<file path="config.mk">
export PLATFORM = sky130hd
export DESIGN_NAME = wb_src_arbiter_flat
export DESIGN_NICKNAME = d
export VERILOG_FILES = /design/src/rtl/wb_src_arbiter_if.sv /design/src/rtl/wb_src_arbiter.sv /design/src/flat_wrapper.sv
export SDC_FILE = /design/constraint.sdc
export NUM_CORES = 1
export LEC_CHECK = 0
export ABC_CLOCK_PERIOD_IN_PS = 4040
export CAP_MARGIN = 20
export CORE_MARGIN = 1
export CORE_UTILIZATION = 55
export DETAILED_ROUTE_END_ITERATION = 7
export DONT_BUFFER_PORTS = 1
export HOLD_SLACK_MARGIN = 0.05
export PLACE_DENSITY_LB_ADDON = 0.08
export SYNTH_ARGS = -nofsm -noshare
export SYNTH_HDL_FRONTEND = slang
export SYNTH_SLANG_ARGS = --single-unit
</file>
<file path="constraint.sdc">
create_clock -name clk -period 4.04 [get_ports clk]
set_input_delay 0.808 -clock clk [delete_from_list [all_inputs] [get_ports clk]]
set_output_delay 0.808 -clock clk [all_outputs]
set_load 0.03 [all_outputs]
</file>
<file path="src/rtl/wb_src_arbiter_if.sv">
// Writeback-source arbitration bundle: producer requests and stall in, registered grant/select out.
interface wb_src_arbiter_if #(
  parameter int unsigned N = 8
) ();
  logic [N-1:0] req;
  logic         stall;
  logic [N-1:0] gnt;
  logic [2:0]   sel;
  logic         wb_valid;

  modport master (
    input  req,
    input  stall,
    output gnt,
    output sel,
    output wb_valid
  );

  modport slave (
    output req,
    output stall,
    input  gnt,
    input  sel,
    input  wb_valid
  );
endinterface

</file>
<file path="src/rtl/wb_src_arbiter.sv">
// Round-robin arbiter for the single register-file write port; drives the 8:1 writeback mux select.
// Define WB_ARB_FIXED_PRIO_EN to give requester 0 (main ALU) absolute priority over the rotation.
module wb_src_arbiter #(
  parameter int unsigned N = 8
) (
  input  logic           clk,
  input  logic           rst,
  wb_src_arbiter_if.master bus
);

  localparam int unsigned SEL_W = 3;

  logic [N-1:0]     gnt_q;
  logic [N-1:0]     gnt_d;
  logic [N-1:0]     elig;
  logic [SEL_W-1:0] sel_q;
  logic [SEL_W-1:0] ptr_q;
  logic [SEL_W-1:0] ptr_d;
  logic [SEL_W-1:0] win;
  logic [SEL_W-1:0] win_hi;
  logic [SEL_W-1:0] win_lo;
  logic             found_hi;
  logic             found_lo;
  logic             found;
  logic             valid_q;

  // Wrapping search split in two passes: lowest eligible at or above ptr, else lowest overall.
  // This wraps modulo N without any modulo arithmetic on the index.
  always_comb begin
    elig     = bus.req & ~gnt_q;
    found_hi = 1'b0;
    found_lo = 1'b0;
    win_hi   = '0;
    win_lo   = '0;
    for (int unsigned j = 0; j < N; j++) begin
      if (elig[j] && !found_lo) begin
        found_lo = 1'b1;
        win_lo   = SEL_W'(j);
      end
      if (elig[j] && !found_hi && (j >= 32'(ptr_q))) begin
        found_hi = 1'b1;
        win_hi   = SEL_W'(j);
      end
    end
    found = found_lo;
    win   = found_hi ? win_hi : win_lo;
    ptr_d = (32'(win) == N - 1) ? '0 : win + 1'b1;
`ifdef WB_ARB_FIXED_PRIO_EN
    if (elig[0]) begin
      win   = '0;
      ptr_d = ptr_q;
    end
`endif
  end

  always_comb begin
    gnt_d = '0;
    for (int unsigned j = 0; j < N; j++) begin
      gnt_d[j] = (SEL_W'(j) == win);
    end
  end

  // Stall freezes every register, so a granted result stays on the mux for the whole stall.
  always_ff @(posedge clk or posedge rst) begin
    if (rst) begin
      gnt_q   <= '0;
      sel_q   <= '0;
      valid_q <= 1'b0;
      ptr_q   <= '0;
    end else if (!bus.stall) begin
      if (found) begin
        gnt_q   <= gnt_d;
        sel_q   <= win;
        valid_q <= 1'b1;
        ptr_q   <= ptr_d;
      end else begin
        gnt_q   <= '0;
        valid_q <= 1'b0;
      end
    end
  end

  assign bus.gnt      = gnt_q;
  assign bus.sel      = sel_q;
  assign bus.wb_valid = valid_q;

endmodule

</file>
<file path="src/flat_wrapper.sv">
// flat-port wrapper written by rule: the top's interface ports become plain ports
module wb_src_arbiter_flat 
#(
  parameter int unsigned N = 8
)
  (clk, rst, bus_req, bus_stall, bus_gnt, bus_sel, bus_wb_valid);
  wb_src_arbiter_if #(.N(N)) bus_i ();
  input  logic clk;
  input  logic rst;
  input wire logic [$bits(bus_i.req)-1:0] bus_req;
  input wire logic [$bits(bus_i.stall)-1:0] bus_stall;
  output wire logic [$bits(bus_i.gnt)-1:0] bus_gnt;
  output wire logic [$bits(bus_i.sel)-1:0] bus_sel;
  output wire logic [$bits(bus_i.wb_valid)-1:0] bus_wb_valid;
  assign bus_i.req = bus_req;
  assign bus_i.stall = bus_stall;
  assign bus_gnt = bus_i.gnt;
  assign bus_sel = bus_i.sel;
  assign bus_wb_valid = bus_i.wb_valid;
  wb_src_arbiter #(.N(N)) u_core (.clk(clk), .rst(rst), .bus(bus_i));
endmodule
</file>
==> results of run 1 <==
-- cells in the mapped netlist, drive strengths merged --
library cell,number,area share [%]
a31oi,1,1.3
a32oi,1,0.89
ha,6,7.7
clkbuf,1,0.38
a22oi,1,0.77
buf,2,1.9
a21oi,6,3.1
or3b,1,0.89
a21o,2,1.5
a32o,6,6.1
nor2b,8,5.1
o31ai,2,1.5
or4b,1,1.4
o22ai,1,0.64
o2111a,1,1.1
nand4b,1,0.89
nor3,1,0.51
or4,1,1.1
nand3,2,1.0
nor4,1,1.3
o2bb2ai,1,0.89
dfrtp,15,38
nand4,2,1.3
nand2,3,1.1
or2,1,0.64
inv,6,2.6
o21ai,1,0.51
a311oi,2,1.8
nand2b,4,2.6
a21boi,1,1.9
o211ai,1,1.3
a22o,2,1.8
a31o,1,1.8
or2b,1,0.77
mux2i,1,1.0
mux2,1,1.1
nor2,4,1.5
-- logic make-up (layout without fill, tap and decap cells) --
logic type / after synthesis / in the layout
DFF: 15 / 15
AOI/OAI and AO/OA: 30 / 30
adders and majority gates: 6 / 6
and+or+nand+nor: 31 / 31
buffers and inverters: 9 / 10
muxes: 2 / 2
-- critical path, delay by kind of cell, from the launching register on --
kind / cells / cell delay [ns]
adder cells (fa/ha/maj): 2 / 0.45
AO/OA/AOI/OAI: 5 / 1.08
buffers and inverters: 1 / 0.12
AND/OR/NAND/NOR: 2 / 0.75
flip-flops: 1 / 0.51
-- metrics by stage --
stage                     area, um^2  total power, mW  hold WS, ns
final                           1000            0.896        0.455
after floorplan                  981            0.722        0.563
after global placement           978            0.804        0.616
after detailed placement         978            0.814        0.639
after global routing            1000            0.966        0.508
after CTS                       1000            0.900        0.471
-- registers in the layout (all words and copies together) (netlist names) --
name and flops:
u_core.bus.wb_valid 1, u_core.bus.gnt 8, u_core.bus.sel 3, u_core.ptr_q 3
-- routing by layer --
metal,up-vias,part of all wire [%],track usage (%)
met5,-,0,0
met4,0,3.5,16.4
met3,11,5.5,4.08
met2,23,46,35.6
met1,350,45,32.4
li1,358,-,-
-- report_power, final --
| part | switching [mW] | leakage, nW | total [mW] | internal [mW] |
|---|---|---|---|---|
| clock | 0.0451 | 0.0150 | 0.0834 | 0.0383 |
| combinational | 0.234 | 0.245 | 0.432 | 0.198 |
| sequential | 0.168 | 0.189 | 0.380 | 0.212 |
-- worst min-delay path by stage --
stage | start | end | slack, ns | cells past startpoint
2_1_floorplan | u_core.ptr_q[1] | u_core.ptr_q[1] | 0.56 | 2
3_3_place_gp | u_core.ptr_q[1] | u_core.ptr_q[1] | 0.62 | 2
3_5_place_dp | u_core.ptr_q[1] | u_core.ptr_q[1] | 0.64 | 2
4_1_cts | rst | u_core.bus.sel[1] | 0.47 | 1
5_1_grt | rst | u_core.bus.sel[1] | 0.51 | 1
6_report | rst | u_core.bus.gnt[2] | 0.46 | 1
-- cell type report --
type	instances	area, um^2	share of cell area [%]
tap	16	20.0	1.99
clock buffer	4	26.3	2.62
multi-input combinational	69	558	55.5
inverter	6	25.0	2.49
sequential	15	375	37.4
==> metrics.txt, run 1 <==
# TYPE chip_impl_metric gauge
chip_impl_info{name="worst_setup_path_startpoint",value="u_core.bus.gnt[0]"} 1
chip_impl_metric{name="syn-mean-instance-area",unit="um^2"} 10.5
chip_impl_metric{name="synthAdderAreaFrac",unit="%"} 7.65
chip_impl_metric{name="dpl.cell_count",unit=""} 106
chip_impl_info{name="hp-class",value="input pin to asynchronous set/reset pin"} 1
chip_impl_metric{name="post_cts_resized",unit=""} 0
chip_impl_metric{name="finish.net_count",unit=""} 112
chip_impl_info{name="violations",value="DRC"} 1
chip_impl_info{name="unrepaired_setup_endpoints_after_global_routing",value="false"} 1
chip_impl_metric{name="num_io_pins",unit=""} 23
chip_impl_metric{name="final_antenna_net_count",unit=""} 0
chip_impl_metric{name="wire_per_inst",unit="um"} 18.4
chip_impl_info{name="outcome",value="finished with violations"} 1
chip_impl_info{name="final_common_cell",value="sky130_fd_sc_hd__dfrtp_1"} 1
chip_impl_info{name="clock_tree_root",value="sky130_fd_sc_hd__clkbuf_4"} 1
chip_impl_metric{name="postSynthRegisterBits",unit=""} 15
chip_impl_metric{name="synthSimpleGateAreaFrac",unit="%"} 20.2
chip_impl_info{name="worstPathCellList",value="or2b_1 > or4_4 > o2111a_1 > a32oi_1 > inv_1 > ha_1 > ha_1 > a311oi_1 > o2bb2ai_1 > a21o_1"} 1
chip_impl_metric{name="share_of_synthesized_area_spent_on_multiplexers",unit="%"} 2.17
chip_impl_metric{name="worst_pin_slew",unit="ns"} 0.842
chip_impl_metric{name="drc_errors",unit=""} 1
chip_impl_info{name="r2r_end",value="u_core.ptr_q[0]"} 1
chip_impl_metric{name="cellLeakagePower",unit="nW"} 0.449
chip_impl_metric{name="fmax",unit="MHz"} 336
chip_impl_metric{name="layout.filler_cells",unit=""} 129
chip_impl_metric{name="fraction_of_the_cycle_the_final_worst_path_needs",unit="%"} 73.6
chip_impl_metric{name="ys.warnings.count",unit=""} 0
chip_impl_metric{name="clkSlewWorstSetupHoldPaths",unit="ns"} 0.08
chip_impl_metric{name="tns",unit="ns"} 0
chip_impl_metric{name="power_density",unit="mW/mm^2"} 891
chip_impl_metric{name="detailroute.via_count",unit=""} 742
chip_impl_metric{name="fin_worst_skew",unit="ns"} 0.00195
chip_impl_info{name="worst-setup-path-type",value="register to register"} 1
chip_impl_metric{name="grt_first_pass_wirelength",unit="um"} 3420
chip_impl_metric{name="postLayoutCoreUtil",unit="%"} 63.7
chip_impl_metric{name="numPortBuffers",unit=""} 0
chip_impl_metric{name="layout.cells.non_filler",unit=""} 110
chip_impl_metric{name="clock_insertion_delay_worst_skew",unit="ns"} 0.28
chip_impl_metric{name="routabilityCongestion",unit=""} 0.869
chip_impl_metric{name="critical_path_arrival",unit="ns"} 3.20
chip_impl_metric{name="timing.final.setup_violations",unit=""} 0
chip_impl_metric{name="floorplan.initialDensity",unit="%"} 62.2
chip_impl_metric{name="synth_cell_type_count",unit=""} 39
chip_impl_info{name="critical-path-top-cell-by-count",value="sky130_fd_sc_hd__ha_1"} 1
chip_impl_metric{name="xor_xnor_cell_area_share_of_the_yosys_netlist",unit="%"} 0
chip_impl_info{name="largest_family_of_logic_cells_by_synthesized_area",value="compound AO/OA/AOI/OAI gates"} 1
chip_impl_metric{name="cts_hold_buffers",unit=""} 0
chip_impl_info{name="crit_path_end_kind",value="register"} 1
chip_impl_metric{name="drt-total-wl",unit="um"} 2030
chip_impl_metric{name="finalWorstPathRequiredPeriod",unit="ns"} 2.98
chip_impl_metric{name="grt_max_degree",unit=""} 19
chip_impl_metric{name="fp.dieArea",unit="mm^2"} 0.00196
chip_impl_metric{name="layout_cells_sized_above_1",unit="%"} 13.8
chip_impl_metric{name="antenna_cells",unit=""} 0
chip_impl_info{name="slowest_stage",value="sky130_fd_sc_hd__dfrtp_1"} 1
chip_impl_metric{name="post_placement_worst_setup_slack",unit="ns"} 0.833
chip_impl_metric{name="syn_to_final_growth",unit="%"} 2.42
chip_impl_metric{name="ctsHtreeMaxLevel",unit=""} 1
chip_impl_metric{name="cts_buffer_depth",unit=""} 2
chip_impl_metric{name="die_h",unit="um"} 44.2
chip_impl_metric{name="ir_worst_vdd",unit="uV"} 485
chip_impl_metric{name="timing.reg2reg.worst_path_depth",unit=""} 10
chip_impl_metric{name="drv_cap",unit=""} 0
chip_impl_metric{name="final-max-slew-violation-count",unit=""} 0
chip_impl_metric{name="detailed_place_hpwl",unit="um"} 1580
chip_impl_info{name="critical_path.endpoint",value="u_core.ptr_q[0]"} 1
chip_impl_metric{name="synthesis.instances",unit=""} 93
chip_impl_metric{name="r2r_setup_slack",unit="ns"} 1.06
chip_impl_metric{name="setup_slack",unit="ns"} 1.06
chip_impl_metric{name="first_global_vias",unit=""} 787
chip_impl_metric{name="initialDrtViolationCount",unit=""} 13
chip_impl_metric{name="grt_antenna_before_repair",unit=""} 0
chip_impl_metric{name="worstPathMaxFanout",unit=""} 5
chip_impl_info{name="r2r_start",value="u_core.bus.gnt[0]"} 1
chip_impl_metric{name="cts_num_sinks",unit=""} 15
chip_impl_info{name="tritoncts_clock_tree",value="yes"} 1
chip_impl_metric{name="cts_buffers",unit=""} 3
chip_impl_metric{name="grt_use_total",unit="%"} 24.1
chip_impl_info{name="cp-start-kind",value="register"} 1
chip_impl_info{name="commonest_cells_after_routing_fill_and_taps_aside",value="sky130_fd_sc_hd__dfrtp_1, sky130_fd_sc_hd__nor2b_1, sky130_fd_sc_hd__a21oi_1, sky130_fd_sc_hd__a32o_1, sky130_fd_sc_hd__ha_1"} 1
chip_impl_metric{name="synth_compound_area_share",unit="%"} 26.9
chip_impl_metric{name="placement_rows",unit=""} 14
chip_impl_metric{name="overflow",unit=""} 0
chip_impl_metric{name="synth.net_count",unit=""} 110
chip_impl_metric{name="detailed_router_iteration_count_before_antenna_repair",unit=""} 6
chip_impl_metric{name="report.final.hold_viol_count",unit=""} 0
chip_impl_metric{name="core",unit="mm^2"} 0.00158
chip_impl_metric{name="post_cts_buffers",unit=""} 0
chip_impl_metric{name="slew_headroom",unit="%"} 43.7
chip_impl_metric{name="synth.yosys.seq_area_share",unit="%"} 38.3
chip_impl_metric{name="vias_per_cell",unit=""} 6.75
chip_impl_metric{name="worst_ep_required_time",unit="ns"} 4.26
chip_impl_metric{name="worst_path_largest_cell_delay",unit="ns"} 0.51
chip_impl_metric{name="die_x",unit="um"} 44.2
chip_impl_metric{name="post_synth_instance_area",unit="um^2"} 981
Power figures use the tool's default switching activity.
==> inputs of run 2 (changes only) <==
- ABC_CLOCK_PERIOD_IN_PS: 4040 -> 2750
- clock period: 4.04 -> 2.75 ns (I/O delays scaled with it)
==> run 2 against run 1 <==
Net effect: the flow still finishes with violations (DRC); critical endpoint unchanged; count of clock-buffer cells in the layout is the same; setup slack lost 0.97 ns; total power grew 64%; register-to-register slack lost 0.97 ns; final cell count grew 12%; critical path depth shrank 1; via count grew 11%; combinational power grew 100%; sequential share of layout area shrank 3.6 points; non-clock buffer count grew 13; largest cell class unchanged.
==> metrics.txt, run 2 (synthesis results as in run 1) <==
# TYPE chip_impl_metric gauge
chip_impl_metric{name="dpl.cell_count",unit=""} 119
chip_impl_metric{name="tns",unit="ns"} 0
chip_impl_metric{name="report.final.hold_viol_count",unit=""} 0
chip_impl_metric{name="cts_num_sinks",unit=""} 15
chip_impl_metric{name="fmax",unit="MHz"} 376
chip_impl_metric{name="cts_hold_buffers",unit=""} 0
chip_impl_metric{name="fin_worst_skew",unit="ns"} 0.00400
chip_impl_metric{name="syn_to_final_growth",unit="%"} 14.0
chip_impl_metric{name="grt_antenna_before_repair",unit=""} 0
chip_impl_metric{name="power_frac_seq",unit="%"} 32.1
chip_impl_metric{name="floorplan.initialDensity",unit="%"} 62.2
chip_impl_metric{name="wire_per_inst",unit="um"} 18.7
chip_impl_metric{name="detailed_place_hpwl",unit="um"} 1760
chip_impl_metric{name="internal_power",unit="uW"} 756
chip_impl_info{name="outcome",value="finished with violations"} 1
chip_impl_metric{name="largest_reg_flops",unit=""} 8
chip_impl_metric{name="placed_area",unit="mm^2"} 0.00108
chip_impl_metric{name="power_density",unit="mW/mm^2"} 1310
chip_impl_info{name="commonest_cells_after_routing_fill_and_taps_aside",value="sky130_fd_sc_hd__buf_4, sky130_fd_sc_hd__dfrtp_1, sky130_fd_sc_hd__nor2b_1"} 1
chip_impl_metric{name="final-max-slew-violation-count",unit=""} 0
chip_impl_info{name="hp-class",value="input pin to asynchronous set/reset pin"} 1
chip_impl_metric{name="die_x",unit="um"} 44.2
chip_impl_metric{name="clkSlewWorstSetupHoldPaths",unit="ns"} 0.09
chip_impl_metric{name="core",unit="mm^2"} 0.00158
chip_impl_metric{name="layout_cells_sized_above_1",unit="%"} 28.0
chip_impl_metric{name="detailroute.via_count",unit=""} 820
chip_impl_info{name="tritoncts_clock_tree",value="yes"} 1
chip_impl_info{name="worst-setup-path-type",value="register to register"} 1
chip_impl_metric{name="power.share.switching",unit="%"} 48.5
chip_impl_info{name="clock_tree_root",value="sky130_fd_sc_hd__clkbuf_4"} 1
chip_impl_metric{name="vias_per_cell",unit=""} 6.67
chip_impl_metric{name="num_io_pins",unit=""} 23
chip_impl_metric{name="finish.net_count",unit=""} 125
chip_impl_metric{name="switchingPower",unit="uW"} 712
chip_impl_metric{name="final_antenna_net_count",unit=""} 0
chip_impl_metric{name="detailed_router_iteration_count_before_antenna_repair",unit=""} 6
chip_impl_metric{name="ctsHtreeMaxLevel",unit=""} 1
chip_impl_metric{name="postLayoutCoreUtil",unit="%"} 71.0
chip_impl_metric{name="fp.dieArea",unit="mm^2"} 0.00196
chip_impl_metric{name="critical_path_arrival",unit="ns"} 2.89
chip_impl_metric{name="post_placement_worst_setup_slack",unit="ns"} -0.0616
chip_impl_metric{name="clockPowerShare",unit="%"} 8.5
chip_impl_metric{name="cts_buffer_depth",unit=""} 2
chip_impl_metric{name="initialDrtViolationCount",unit=""} 27
chip_impl_metric{name="final_layout_worst_hold_slack",unit="ns"} 0.198
chip_impl_metric{name="ir_worst_vdd",unit="uV"} 767
chip_impl_metric{name="layout.filler_cells",unit=""} 111
chip_impl_metric{name="grt_first_pass_wirelength",unit="um"} 3860
chip_impl_metric{name="finalWorstPathRequiredPeriod",unit="ns"} 2.66
chip_impl_metric{name="routabilityCongestion",unit=""} 0.877
chip_impl_metric{name="drt-total-wl",unit="um"} 2310
chip_impl_metric{name="post_cts_buffers",unit=""} 0
chip_impl_metric{name="slew_headroom",unit="%"} 61.7
chip_impl_metric{name="layout.cells.non_filler",unit=""} 123
chip_impl_metric{name="overflow",unit=""} 0
chip_impl_metric{name="cellLeakagePower",unit="nW"} 0.514
chip_impl_metric{name="worst_pin_slew",unit="ns"} 0.573
chip_impl_info{name="violations",value="DRC"} 1
chip_impl_info{name="cp-start-kind",value="register"} 1
chip_impl_metric{name="grt_use_total",unit="%"} 27.3
chip_impl_metric{name="fraction_of_the_cycle_the_final_worst_path_needs",unit="%"} 96.7
chip_impl_metric{name="post-route-cell-area",unit="mm^2"} 0.00112
chip_impl_metric{name="drv_cap",unit=""} 0
chip_impl_metric{name="grt_max_degree",unit=""} 16
chip_impl_metric{name="first_global_vias",unit=""} 849
chip_impl_metric{name="drc_errors",unit=""} 1
chip_impl_metric{name="antenna_cells",unit=""} 0
chip_impl_metric{name="die_h",unit="um"} 44.2
chip_impl_metric{name="comb_power_share",unit="%"} 59.4
chip_impl_metric{name="timing.final.setup_violations",unit=""} 0
chip_impl_metric{name="setup_slack",unit="ns"} 0.0920
chip_impl_metric{name="cts_buffers",unit=""} 3
chip_impl_info{name="crit_path_end_kind",value="register"} 1
chip_impl_metric{name="worstPathMaxFanout",unit=""} 8
chip_impl_metric{name="numPortBuffers",unit=""} 0
chip_impl_metric{name="design_power_total",unit="mW"} 1.47
chip_impl_metric{name="clock_insertion_delay_worst_skew",unit="ns"} 0.28
chip_impl_metric{name="worst_ep_required_time",unit="ns"} 2.98
chip_impl_metric{name="post_cts_resized",unit=""} 0
chip_impl_metric{name="placement_rows",unit=""} 14
run 2: changes by cell type in the layout (fill, tap and decap cells not counted):
cell and change:
sky130_fd_sc_hd__dfrtp_1 -2, sky130_fd_sc_hd__a311oi_2 +1, sky130_fd_sc_hd__a32oi_2 +1, sky130_fd_sc_hd__buf_4 +13, sky130_fd_sc_hd__a311oi_1 -1, sky130_fd_sc_hd__a32oi_1 -1, sky130_fd_sc_hd__dfrtp_2 +2
run 2: cell type report:
| type | count | area [um^2] | area share (%) |
|---|---|---|---|
| multi-input cells | 69 | 572 | 51.1 |
| flip-flops and latches | 15 | 378 | 33.8 |
| clock buffers | 4 | 26.3 | 2.35 |
| well taps | 16 | 20.0 | 1.79 |
| repair buffers | 13 | 97.6 | 8.72 |
| inverters | 6 | 25.0 | 2.24 |
run 2: path summary, 6_finish.rpt:
| check | depth (start not counted) | to | slack, ns | start |
|---|---|---|---|---|
| max | 9 | u_core.ptr_q[0] | 0.09 | u_core.ptr_q[2] |
| min | 1 | u_core.bus.wb_valid | 0.20 | rst |
| max reg2reg | 9 | u_core.ptr_q[0] | 0.09 | u_core.ptr_q[2] |
| min reg2reg | 2 | u_core.ptr_q[2] | 0.66 | u_core.ptr_q[2] |
| max in group asynchronous | 1 | u_core.bus.gnt[5] | 2.14 | rst |
| min in group clk | 1 | u_core.bus.wb_valid | 0.38 | bus_stall |
run 2: worst max-delay path, stage by stage (launching register included):
cell                        delay, ns
sky130_fd_sc_hd__dfrtp_2         0.47
sky130_fd_sc_hd__or4b_4          0.60
sky130_fd_sc_hd__o2111a_1        0.19
sky130_fd_sc_hd__a32oi_2         0.23
sky130_fd_sc_hd__inv_1           0.11
sky130_fd_sc_hd__ha_1            0.23
sky130_fd_sc_hd__ha_1            0.21
sky130_fd_sc_hd__a311oi_2        0.29
sky130_fd_sc_hd__o2bb2ai_1       0.15
sky130_fd_sc_hd__a21o_1          0.10
run 2: power groups by stage:
stage / combinational, mW / clock [mW] / sequential (mW)
after floorplan: 0.540 / 0 / 0.521
after global placement: 0.817 / 0 / 0.465
after detailed placement: 0.834 / 0 / 0.467
after CTS: 0.840 / 0.127 / 0.463
after global routing: 0.946 / 0.135 / 0.481
final: 0.872 / 0.125 / 0.471
run 2: per-layer routing:
layer	routed length (um)	GRT usage, %
met1	1020	38.6
met2	1090	42.1
met3	133	3.67
met4	54	12.1
met5	0	0
==> inputs of run 3 (changes only) <==
- ABC_CLOCK_PERIOD_IN_PS: 2750 -> 2320
- CORE_ASPECT_RATIO: not set -> 1.1
- clock period: 2.75 -> 2.32 ns (I/O delays scaled with it)
==> run 3 against run 2 <==
Net effect: the flow finishes with violations (setup timing); global-route usage rose by 3.9 points; clock power rose by 18%; clock skew fell by 0.0023 ns; non-clock buffer count rose by 26; register-to-register slack got worse by 0.28 ns; worst hold slack got worse by 0.092 ns; critical path type unchanged.
==> metrics.txt, run 3 (synthesis results as in run 1) <==
# TYPE chip_impl_metric gauge
chip_impl_info{name="outcome",value="finished with violations"} 1
chip_impl_info{name="violations",value="setup timing"} 1
chip_impl_metric{name="placement_rows",unit=""} 15
chip_impl_metric{name="report.final.hold_viol_count",unit=""} 0
chip_impl_metric{name="grt_antenna_before_repair",unit=""} 0
chip_impl_metric{name="cts_buffer_depth",unit=""} 2
chip_impl_metric{name="overflow",unit=""} 0
chip_impl_info{name="hp-class",value="input pin to asynchronous set/reset pin"} 1
chip_impl_metric{name="post-route-cell-area",unit="mm^2"} 0.00137
chip_impl_metric{name="drt-total-wl",unit="um"} 2940
chip_impl_metric{name="cts_buffers",unit=""} 3
chip_impl_metric{name="final-max-slew-violation-count",unit=""} 0
chip_impl_metric{name="num_io_pins",unit=""} 23
chip_impl_metric{name="drv_cap",unit=""} 0
chip_impl_metric{name="fp.dieArea",unit="mm^2"} 0.00196
chip_impl_info{name="final_common_cell",value="sky130_fd_sc_hd__buf_4"} 1
chip_impl_metric{name="numPortBuffers",unit=""} 0
chip_impl_metric{name="timing.final.setup_violations",unit=""} 5
chip_impl_metric{name="seq_area",unit="um^2"} 378
chip_impl_info{name="unrepaired_setup_endpoints_after_global_routing",value="true"} 1
chip_impl_info{name="tritoncts_clock_tree",value="yes"} 1
chip_impl_metric{name="layout_cells_sized_above_1",unit="%"} 48.1
chip_impl_metric{name="die_x",unit="um"} 42.3
chip_impl_metric{name="detailroute.via_count",unit=""} 926
chip_impl_metric{name="largest_reg_flops",unit=""} 8
chip_impl_metric{name="syn_to_final_growth",unit="%"} 39.5
chip_impl_metric{name="multiInputGateArea",unit="um^2"} 622
chip_impl_metric{name="fmax",unit="MHz"} 398
chip_impl_metric{name="grt_max_degree",unit=""} 16
chip_impl_metric{name="detailed_router_iteration_count_before_antenna_repair",unit=""} 4
chip_impl_metric{name="fin_worst_skew",unit="ns"} 0.00166
chip_impl_metric{name="worstPathMaxFanout",unit=""} 3
chip_impl_metric{name="clock_insertion_delay_worst_skew",unit="ns"} 0.29
chip_impl_metric{name="first_global_vias",unit=""} 948
chip_impl_info{name="commonest_cells_after_routing_fill_and_taps_aside",value="sky130_fd_sc_hd__buf_4, sky130_fd_sc_hd__dfrtp_1, sky130_fd_sc_hd__nor2b_1"} 1
chip_impl_metric{name="cts_num_sinks",unit=""} 15
chip_impl_metric{name="worst_pin_slew",unit="ns"} 0.560
chip_impl_metric{name="cellLeakagePower",unit="nW"} 0.640
chip_impl_metric{name="finalWorstPathRequiredPeriod",unit="ns"} 2.51
chip_impl_metric{name="vias_per_cell",unit=""} 6.17
chip_impl_metric{name="power_density",unit="mW/mm^2"} 1650
chip_impl_metric{name="ctsHtreeMaxLevel",unit=""} 1
chip_impl_metric{name="slew_headroom",unit="%"} 62.7
chip_impl_metric{name="detailed_place_hpwl",unit="um"} 2150
chip_impl_info{name="worst_setup_path_startpoint",value="u_core.bus.gnt[0]"} 1
chip_impl_info{name="clock_tree_root",value="sky130_fd_sc_hd__clkbuf_4"} 1
chip_impl_metric{name="drc_errors",unit=""} 0
chip_impl_metric{name="design_power_total",unit="mW"} 2.26
chip_impl_info{name="cp-start-kind",value="register"} 1
chip_impl_info{name="r2r_start",value="u_core.bus.gnt[0]"} 1
chip_impl_metric{name="grt_use_total",unit="%"} 31.2
chip_impl_metric{name="ir_worst_vdd",unit="uV"} 1380
chip_impl_metric{name="die_h",unit="um"} 46.3
chip_impl_metric{name="floorplan.initialDensity",unit="%"} 60.8
chip_impl_metric{name="worst_ep_required_time",unit="ns"} 2.55
chip_impl_metric{name="clkSlewWorstSetupHoldPaths",unit="ns"} 0.08
chip_impl_metric{name="routabilityCongestion",unit=""} 0.904
chip_impl_metric{name="wire_per_inst",unit="um"} 19.6
chip_impl_metric{name="finish.net_count",unit=""} 151
chip_impl_metric{name="final_antenna_net_count",unit=""} 0
chip_impl_metric{name="initialDrtViolationCount",unit=""} 19
chip_impl_info{name="crit_path_end_kind",value="register"} 1
chip_impl_metric{name="antenna_cells",unit=""} 0
chip_impl_metric{name="layout.filler_cells",unit=""} 81
chip_impl_info{name="worst-setup-path-type",value="register to register"} 1
chip_impl_metric{name="fraction_of_the_cycle_the_final_worst_path_needs",unit="%"} 108
chip_impl_metric{name="setup_slack",unit="ns"} -0.191
chip_impl_metric{name="grt_first_pass_wirelength",unit="um"} 4360
chip_impl_metric{name="dpl.cell_count",unit=""} 141
chip_impl_metric{name="core",unit="mm^2"} 0.00161
chip_impl_metric{name="layout.cells.non_filler",unit=""} 150
chip_impl_metric{name="critical_path_arrival",unit="ns"} 2.74
chip_impl_metric{name="placed_area",unit="mm^2"} 0.00125
run 3: cell count changes in the layout (fill, tap and decap cells not counted), moves of 2 or more:
cell                    before  now
sky130_fd_sc_hd__buf_4      13   38
sky130_fd_sc_hd__ha_4        0    2
sky130_fd_sc_hd__ha_1        6    2
sky130_fd_sc_hd__ha_2        0    2
run 3: power breakdown:
part / internal [mW] / switching, mW / total, mW / leakage [nW]
clock: 0.0670 / 0.0812 / 0.148 / 0.0150
sequential: 0.374 / 0.158 / 0.532 / 0.186
combinational: 0.800 / 0.784 / 1.58 / 0.439
run 3: layout make-up:
class	count	area share, %
clock buffers	4	1.92
inverters	6	1.83
multi-input cells	69	45.4
flip-flops and latches	15	27.6
well taps	17	1.55
repair buffers	39	21.7
run 3: per-stage QoR:
| step | hold WS [ns] | setup WS [ns] | TNS (ns) | utilization [%] |
|---|---|---|---|---|
| after floorplan | 0.365 | -0.186 | -0.186 | - |
| after global placement | 0.418 | -0.119 | -0.544 | 77.8 |
| after detailed placement | 0.428 | -0.236 | -0.887 | 77.8 |
| after CTS | 0.115 | -0.144 | -0.144 | 80.0 |
| after global routing | 0.149 | -0.235 | -0.502 | 84.8 |
| final | 0.107 | -0.191 | -0.275 | 84.8 |
run 3: worst max-delay path, cell delays in order, from the launching register on:
cell                        delay (ns)
sky130_fd_sc_hd__dfrtp_2          0.40
sky130_fd_sc_hd__or2b_1           0.24
sky130_fd_sc_hd__or4_4            0.44
sky130_fd_sc_hd__buf_6            0.15
sky130_fd_sc_hd__a32oi_4          0.24
sky130_fd_sc_hd__inv_2            0.09
sky130_fd_sc_hd__ha_4             0.17
sky130_fd_sc_hd__ha_2             0.17
sky130_fd_sc_hd__a311oi_2         0.29
sky130_fd_sc_hd__o2bb2ai_1        0.17
sky130_fd_sc_hd__a21o_1           0.10
run 3: what timing repair did:
action | in CTS | in global routing
setup endpoints to repair | 8 | 8
buffers inserted | 1 | 4
hold buffers | 0 | 0
gates resized for setup | 1 | 11
pin swaps | 1 | 6
cloned | 0 | 0
run 3: path summary, 6_finish.rpt:
path | to | slack [ns] | cells past startpoint
setup / recovery | u_core.ptr_q[0] | -0.19 | 10
hold / removal | u_core.bus.wb_valid | 0.11 | 1
setup reg to reg | u_core.ptr_q[0] | -0.19 | 10
hold reg to reg | u_core.bus.gnt[3] | 0.64 | 2
max in group asynchronous | u_core.ptr_q[2] | 1.82 | 1
min in group clk | u_core.bus.wb_valid | 0.29 | 1
run 3: layer usage:
layer,wire [um],GRT usage [%],up-vias
met5,0,0,-
met4,104,19.4,0
met3,92,2.75,11
met2,1480,53.8,29
met1,1270,38.4,452
li1,-,-,434
